<file path="src/rtl/programmer_spi_master.sv">
// SPI mode-00 sequencer that shifts a configuration word into the on-chip programmer,
// and also drives the programmer's DRESET (CS & SCLK high) and HO (CS & SDI) side-band decodes.
module programmer_spi_master #(
    parameter int NUM_BITS      = 104,
    parameter int CLK_DIV       = 2,
    parameter int DRESET_CYCLES = 4
) (
    input  logic                clk,
    input  logic                reset,
    input  logic                start,
    input  logic [NUM_BITS-1:0] data_in,
    input  logic                dreset_req,
    input  logic                ho_level,
    output logic                busy,
    output logic                done,
    output logic                SDI,
    output logic                SCLK,
    output logic                CS,
    output logic [2:0]          state_dbg
);

    // Handshake: start / dreset_req are single-cycle requests, taken only in a cycle where busy=0;
    // busy rises the cycle after an accept and falls when the sequencer is back in IDLE.

    localparam int DIV_W = $clog2(CLK_DIV + 1);
    localparam int BIT_W = $clog2(NUM_BITS + 1);
    localparam int DRS_W = $clog2(DRESET_CYCLES + 1);

    localparam logic [DIV_W-1:0] DIV_LOAD = DIV_W'(CLK_DIV - 1);
    localparam logic [DIV_W-1:0] DIV_ONE  = DIV_W'(1);
    localparam logic [BIT_W-1:0] BIT_LAST = BIT_W'(NUM_BITS - 1);
    localparam logic [BIT_W-1:0] BIT_ONE  = BIT_W'(1);
    localparam logic [DRS_W-1:0] DRS_LOAD = DRS_W'(DRESET_CYCLES - 1);
    localparam logic [DRS_W-1:0] DRS_ONE  = DRS_W'(1);

    typedef enum logic [2:0] {
        ST_IDLE  = 3'd0,
        ST_SETUP = 3'd1,
        ST_HIGH  = 3'd2,
        ST_LOW   = 3'd3,
        ST_HOLD  = 3'd4,
        ST_GAP   = 3'd5,
        ST_DRST  = 3'd6
    } state_t;

    state_t              state_q, state_d;
    logic [DIV_W-1:0]    div_cnt_q, div_cnt_d;
    logic [BIT_W-1:0]    bit_cnt_q, bit_cnt_d;
    logic [DRS_W-1:0]    drst_cnt_q, drst_cnt_d;
    logic [NUM_BITS-1:0] shreg_q, shreg_d;
    logic [NUM_BITS-1:0] shreg_next;
    logic                cs_q, cs_d;
    logic                sclk_q, sclk_d;
    logic                sdi_q, sdi_d;
    logic                busy_q, busy_d;
    logic                done_q, done_d;
    logic                div_exp;

    assign div_exp    = (div_cnt_q == '0);
    assign shreg_next = shreg_q >> 1;

    always_comb begin
        state_d    = state_q;
        div_cnt_d  = div_cnt_q;
        bit_cnt_d  = bit_cnt_q;
        drst_cnt_d = drst_cnt_q;
        shreg_d    = shreg_q;
        cs_d       = cs_q;
        sclk_d     = sclk_q;
        sdi_d      = sdi_q;
        done_d     = 1'b0;

        case (state_q)
            ST_IDLE: begin
                cs_d   = 1'b1;
                sclk_d = 1'b0;
                sdi_d  = ho_level;
                if (start) begin
                    shreg_d   = data_in;
                    bit_cnt_d = '0;
                    div_cnt_d = DIV_LOAD;
                    cs_d      = 1'b0;
                    sdi_d     = data_in[0];
                    state_d   = ST_SETUP;
                end else if (dreset_req) begin
                    sdi_d      = 1'b0;
                    sclk_d     = 1'b1;
                    drst_cnt_d = DRS_LOAD;
                    state_d    = ST_DRST;
                end
            end

            ST_SETUP, ST_LOW: begin
                if (div_exp) begin
                    sclk_d    = 1'b1;
                    div_cnt_d = DIV_LOAD;
                    state_d   = ST_HIGH;
                end else begin
                    div_cnt_d = div_cnt_q - DIV_ONE;
                end
            end

            ST_HIGH: begin
                if (div_exp) begin
                    sclk_d    = 1'b0;
                    bit_cnt_d = bit_cnt_q + BIT_ONE;
                    div_cnt_d = DIV_LOAD;
                    // Next bit is presented on the falling edge so it has a full low phase of setup.
                    if (bit_cnt_q == BIT_LAST) begin
                        sdi_d   = 1'b0;
                        state_d = ST_HOLD;
                    end else begin
                        shreg_d = shreg_next;
                        sdi_d   = shreg_next[0];
                        state_d = ST_LOW;
                    end
                end else begin
                    div_cnt_d = div_cnt_q - DIV_ONE;
                end
            end

            ST_HOLD: begin
                if (div_exp) begin
                    cs_d      = 1'b1;
                    done_d    = 1'b1;
                    div_cnt_d = DIV_LOAD;
                    state_d   = ST_GAP;
                end else begin
                    div_cnt_d = div_cnt_q - DIV_ONE;
                end
            end

            ST_GAP: begin
                if (div_exp) begin
                    state_d = ST_IDLE;
                end else begin
                    div_cnt_d = div_cnt_q - DIV_ONE;
                end
            end

            ST_DRST: begin
                if (drst_cnt_q == '0) begin
                    sclk_d    = 1'b0;
                    div_cnt_d = DIV_LOAD;
                    state_d   = ST_GAP;
                end else begin
                    drst_cnt_d = drst_cnt_q - DRS_ONE;
                end
            end

            default: begin
                cs_d    = 1'b1;
                sclk_d  = 1'b0;
                sdi_d   = 1'b0;
                state_d = ST_IDLE;
            end
        endcase

        busy_d = (state_d != ST_IDLE);
    end

    always_ff @(posedge clk or negedge reset) begin
        if (!reset) begin
            state_q    <= ST_IDLE;
            div_cnt_q  <= '0;
            bit_cnt_q  <= '0;
            drst_cnt_q <= '0;
            shreg_q    <= '0;
            cs_q       <= 1'b1;
            sclk_q     <= 1'b0;
            sdi_q      <= 1'b0;
            busy_q     <= 1'b0;
            done_q     <= 1'b0;
        end else begin
            state_q    <= state_d;
            div_cnt_q  <= div_cnt_d;
            bit_cnt_q  <= bit_cnt_d;
            drst_cnt_q <= drst_cnt_d;
            shreg_q    <= shreg_d;
            cs_q       <= cs_d;
            sclk_q     <= sclk_d;
            sdi_q      <= sdi_d;
            busy_q     <= busy_d;
            done_q     <= done_d;
        end
    end

    assign busy      = busy_q;
    assign done      = done_q;
    assign SDI       = sdi_q;
    assign SCLK      = sclk_q;
    assign CS        = cs_q;
    assign state_dbg = state_q;

endmodule

</file>
<file path="config.mk">
export PLATFORM = sky130hd
export DESIGN_NAME = programmer_spi_master
export DESIGN_NICKNAME = d
export VERILOG_FILES = /design/src/rtl/programmer_spi_master.sv
export SDC_FILE = /design/constraint.sdc
export NUM_CORES = 1
export LEC_CHECK = 0
export ABC_AREA = 1
export CAP_MARGIN = 20
export CORE_MARGIN = 5
export CORE_UTILIZATION = 48
export CTS_CLUSTER_DIAMETER = 50
export DETAILED_ROUTE_END_ITERATION = 12
export PLACE_DENSITY = 0.77
export SLEW_MARGIN = 20
export SYNTH_ARGS = -nofsm -noshare
export SYNTH_HDL_FRONTEND = slang
export SYNTH_SLANG_ARGS = --single-unit
</file>
<file path="constraint.sdc">
create_clock -name clk -period 1.6 [get_ports clk]
set_input_delay 0.24 -clock clk [delete_from_list [all_inputs] [get_ports clk]]
set_output_delay 0.24 -clock clk [all_outputs]
set_load 0.02 [all_outputs]
</file>
==> summary.md <==
| Metric | Value |
|---|---|
| Run status | finished with violations |
| Failing checks | negative setup slack |
| Hold WS | 300 ps |
| Initial Utilization | 48.7% |
| Clk_lat worst skew | 420 ps |
| Fill cell total of the finished layout | 1076 |
| Critical Path Fanout Max | 9 |
| P&R area growth vs syn | 41.2% |
| Clock sink total | 123 |
| Cells after Synth | 945 |
| Routed wire length on met3 | 998 µm |
| Final Skew | 9.46 ps |
| Hold WC Path Type | in2async |
| Worst vdd ir | 0.00103 V |
| Initial antenna violation count | 0 |
| CP Cell Sequence | ha_2 > nand2_2 > nor2_4 > nand2_2 > nand2_4 > nand2_4 > nand2_8 > buf_12 > clkbuf_16 > nand2_1 > nand2_1 |
| PortBufs | 116 |
| IO Count | 117 |
| Mean number of vias per cell | 4.88 |
| Drc violations | 0 |
| Routed Antenna Nets | 0 |
| Slew at the pin with the worst max-slew slack | 422 ps |
| # setup viols final | 2 |
| PnR worst setup slack | -11.3 ps |
| Die Wd | 125 µm |
| Die ar. | 15700 µm² |
| Fraction of layout cells with a size suffix above 1 | 10.7% |
| Clk pin slew, worst setup/hold paths | 50 ps |
| Highest routed layer | met4 |
| Global route total overflow | 0 |
| First drt pass iteration count | 7 |
| WL final | 17.5 mm |
| DR WL/cell | 13.7 µm |
| Nets | 1205 |
| Post-synthesis cell type count | 23 |
| Sequential cell area fraction in the yosys report | 48.1% |
| Final Hold Fails | 0 |
| Number of DRC markers in iteration 0 | 557 |
| Headroom to the max-slew limit | 71.9% |
| Core Region | 13100 µm² |
| Leakage power | 0.00497 µW |
| Post-Syn Nets | 1059 |
| Row count | 42 |
| Die Y | 125 µm |
| Antenna diodes | 0 |
| Met2 routed WL | 8.31 mm |
| Final Util | 68.7% |
| CTS buffer count | 17 |
| Final period util | 101% |
| Longest Clk Path Bufs | 2 |
| Number of synthesized register bits | 123 |
| WP data required | 1910 ps |
| Via Count | 6240 |
| DRT met1 WL | 7.82 mm |
| Mean Syn Cell Area | 6.77 µm² |
| Syn. warnings | 0 |
| Critical Path Max Stage Delay | 380 ps |
| First-pass GRT wire length | 27.1 mm |
| CP Launch Type | flip-flop |
| Gpl congestion | 0.874 |
| Final slew viol count | 0 |
| CTS tree | built |
| Fin crit period | 1610 ps |
| Global Route Usage Sum | 20.8% |
| Pwr per Cell Area | 2100 nW/µm² |
| Synthesized cell area | 6400 µm² |
| Worst Path Arrival | 1920 ps |
| FMAX | 621 MHz |
| Critical path's slowest cell | dfrtp_1 |
| RSZ-0062 raised after global routing | yes |
| Kind of critical path | reg2reg |
| Max-cap violations | 0 |
| CP Capture Type | flip-flop |
| Root buffer cell | clkbuf_16 |
| Hpwl dp | 9.89 mm |
| H-tree levels | 4 |
| Largest net degree at the start of global routing | 68 |
| Vias in the first global route | 5965 |
==> flip-flops by register name, indices dropped and copies added, names as in the netlist <==
name,count
shreg_q,103
done,1
CS,1
bit_cnt_q,7
state_dbg,3
div_cnt_q,2
busy,1
SCLK,1
drst_cnt_q,3
SDI,1
==> placed cells by master, fill, tap and decap left out, types with 5 or more instances in the layout <==
master | Yosys | routed
buf_4 | 0 | 33
clkdlybuf4s50_1 | 0 | 109
o21ai_0 | 8 | 7
buf_12 | 0 | 11
clkinv_2 | 0 | 6
dlygate4sd2_1 | 0 | 5
nand3_1 | 15 | 13
inv_1 | 24 | 23
dfrtp_1 | 122 | 122
bufinv_16 | 0 | 7
nand2_1 | 675 | 661
nand2_2 | 2 | 12
clkbuf_16 | 0 | 23
nand4_1 | 5 | 5
nor2_1 | 25 | 22
a21oi_1 | 7 | 7
==> synth_stat cells <==
master	number	area, µm²
nand2_1	675	2530
dfrtp_1	122	3050
nor2_1	25	93.8
inv_1	24	90.1
buf_2	23	115
nand3_1	15	75.1
buf_6	10	113
clkbuf_1	9	33.8
o21ai_0	8	40.0
a21oi_1	7	35.0
ha_1	5	62.6
nand4_1	5	31.3
buf_1	4	15.0
inv_2	2	7.51
nand2_2	2	12.5
nor3_1	2	10.0
a21o_1	1	7.51
a22oi_1	1	7.51
dfstp_2	1	26.3
nor2_4	1	11.3
o21bai_1	1	7.51
or2_2	1	6.26
xor2_1	1	8.76
==> routing by layer <==
metal	global-route usage, %	up-vias
met5	0	-
met4	8.55	0
met3	5.29	35
met2	32.3	189
met1	27.9	2883
li1	-	3133
==> area by class of cell <==
type	count	area (µm²)	share of cell area (%)
flip-flops and latches	123	3080	34.1
inverters	26	119	1.32
repair buffers	173	1890	20.9
clock buffers	18	439	4.86
clock inverters	14	248	2.74
well taps	176	220	2.44
multi-input cells	750	3040	33.7
==> metrics by stage <==
step                TNS, ps  std cells  cell area [µm²]  power, µW  setup WS (ps)
floorplan                 0        945             6400      10600           17.4
global placement          0       1227             7880      12400           3.64
detailed placement     -214       1227             7880      12600          -27.5
CTS                   -35.0       1265             8640      17400          -35.0
global route          -3400       1280             9030      20400          -64.6
finish                -13.1       1280             9030      19000          -11.3
==> what timing repair did <==
action / CTS / global route
hold buffers: 1 / 0
endpoints found under the setup margin: 58 / 109
setup buffers: 4 / 6
gates cloned: 1 / 9
pin swaps: 2 / 12
hold endpoints to repair: 25 / 0
resized for setup: 12 / 46
==> critical path, delay by kind of cell, from the launching register on <==
family	cells	cell delay [ps]
buf+inv	2	320
simple gates	8	600
fa+ha+maj	1	190
flops	1	380
==> logic make-up after synthesis <==
kind of cell / Yosys count / synth area share (%)
adders and majority gates: 5 / 0.978
buffers and inverters: 72 / 5.85
AOI/OAI and AO/OA: 18 / 1.53
and+or+nand+nor: 726 / 43.4
DFF: 123 / 48.1
xor gates and xnor gates: 1 / 0.137
==> path summary, 6_finish.rpt <==
path / from / to / slack [ps] / cells after the start
worst max-delay path: bit_cnt_q[1] / shreg_q[38] / -10 / 11
worst min-delay path: reset / shreg_q[36] / 300 / 2
worst max register to register: bit_cnt_q[1] / shreg_q[38] / -10 / 11
worst min register to register: shreg_q[48] / shreg_q[48] / 480 / 2
max in group asynchronous: reset / shreg_q[64] / 680 / 3
min in group clk: data_in[103] / shreg_q[103] / 410 / 3
==> power breakdown <==
part	internal (µW)	switching (µW)	leakage, µW
Combinational	3790	5390	0.00309
Clock	3100	1370	0.000339
Sequential	4570	778	0.00154
Total	11400	7530	0.00497
(Power assumes the default switching activity.)
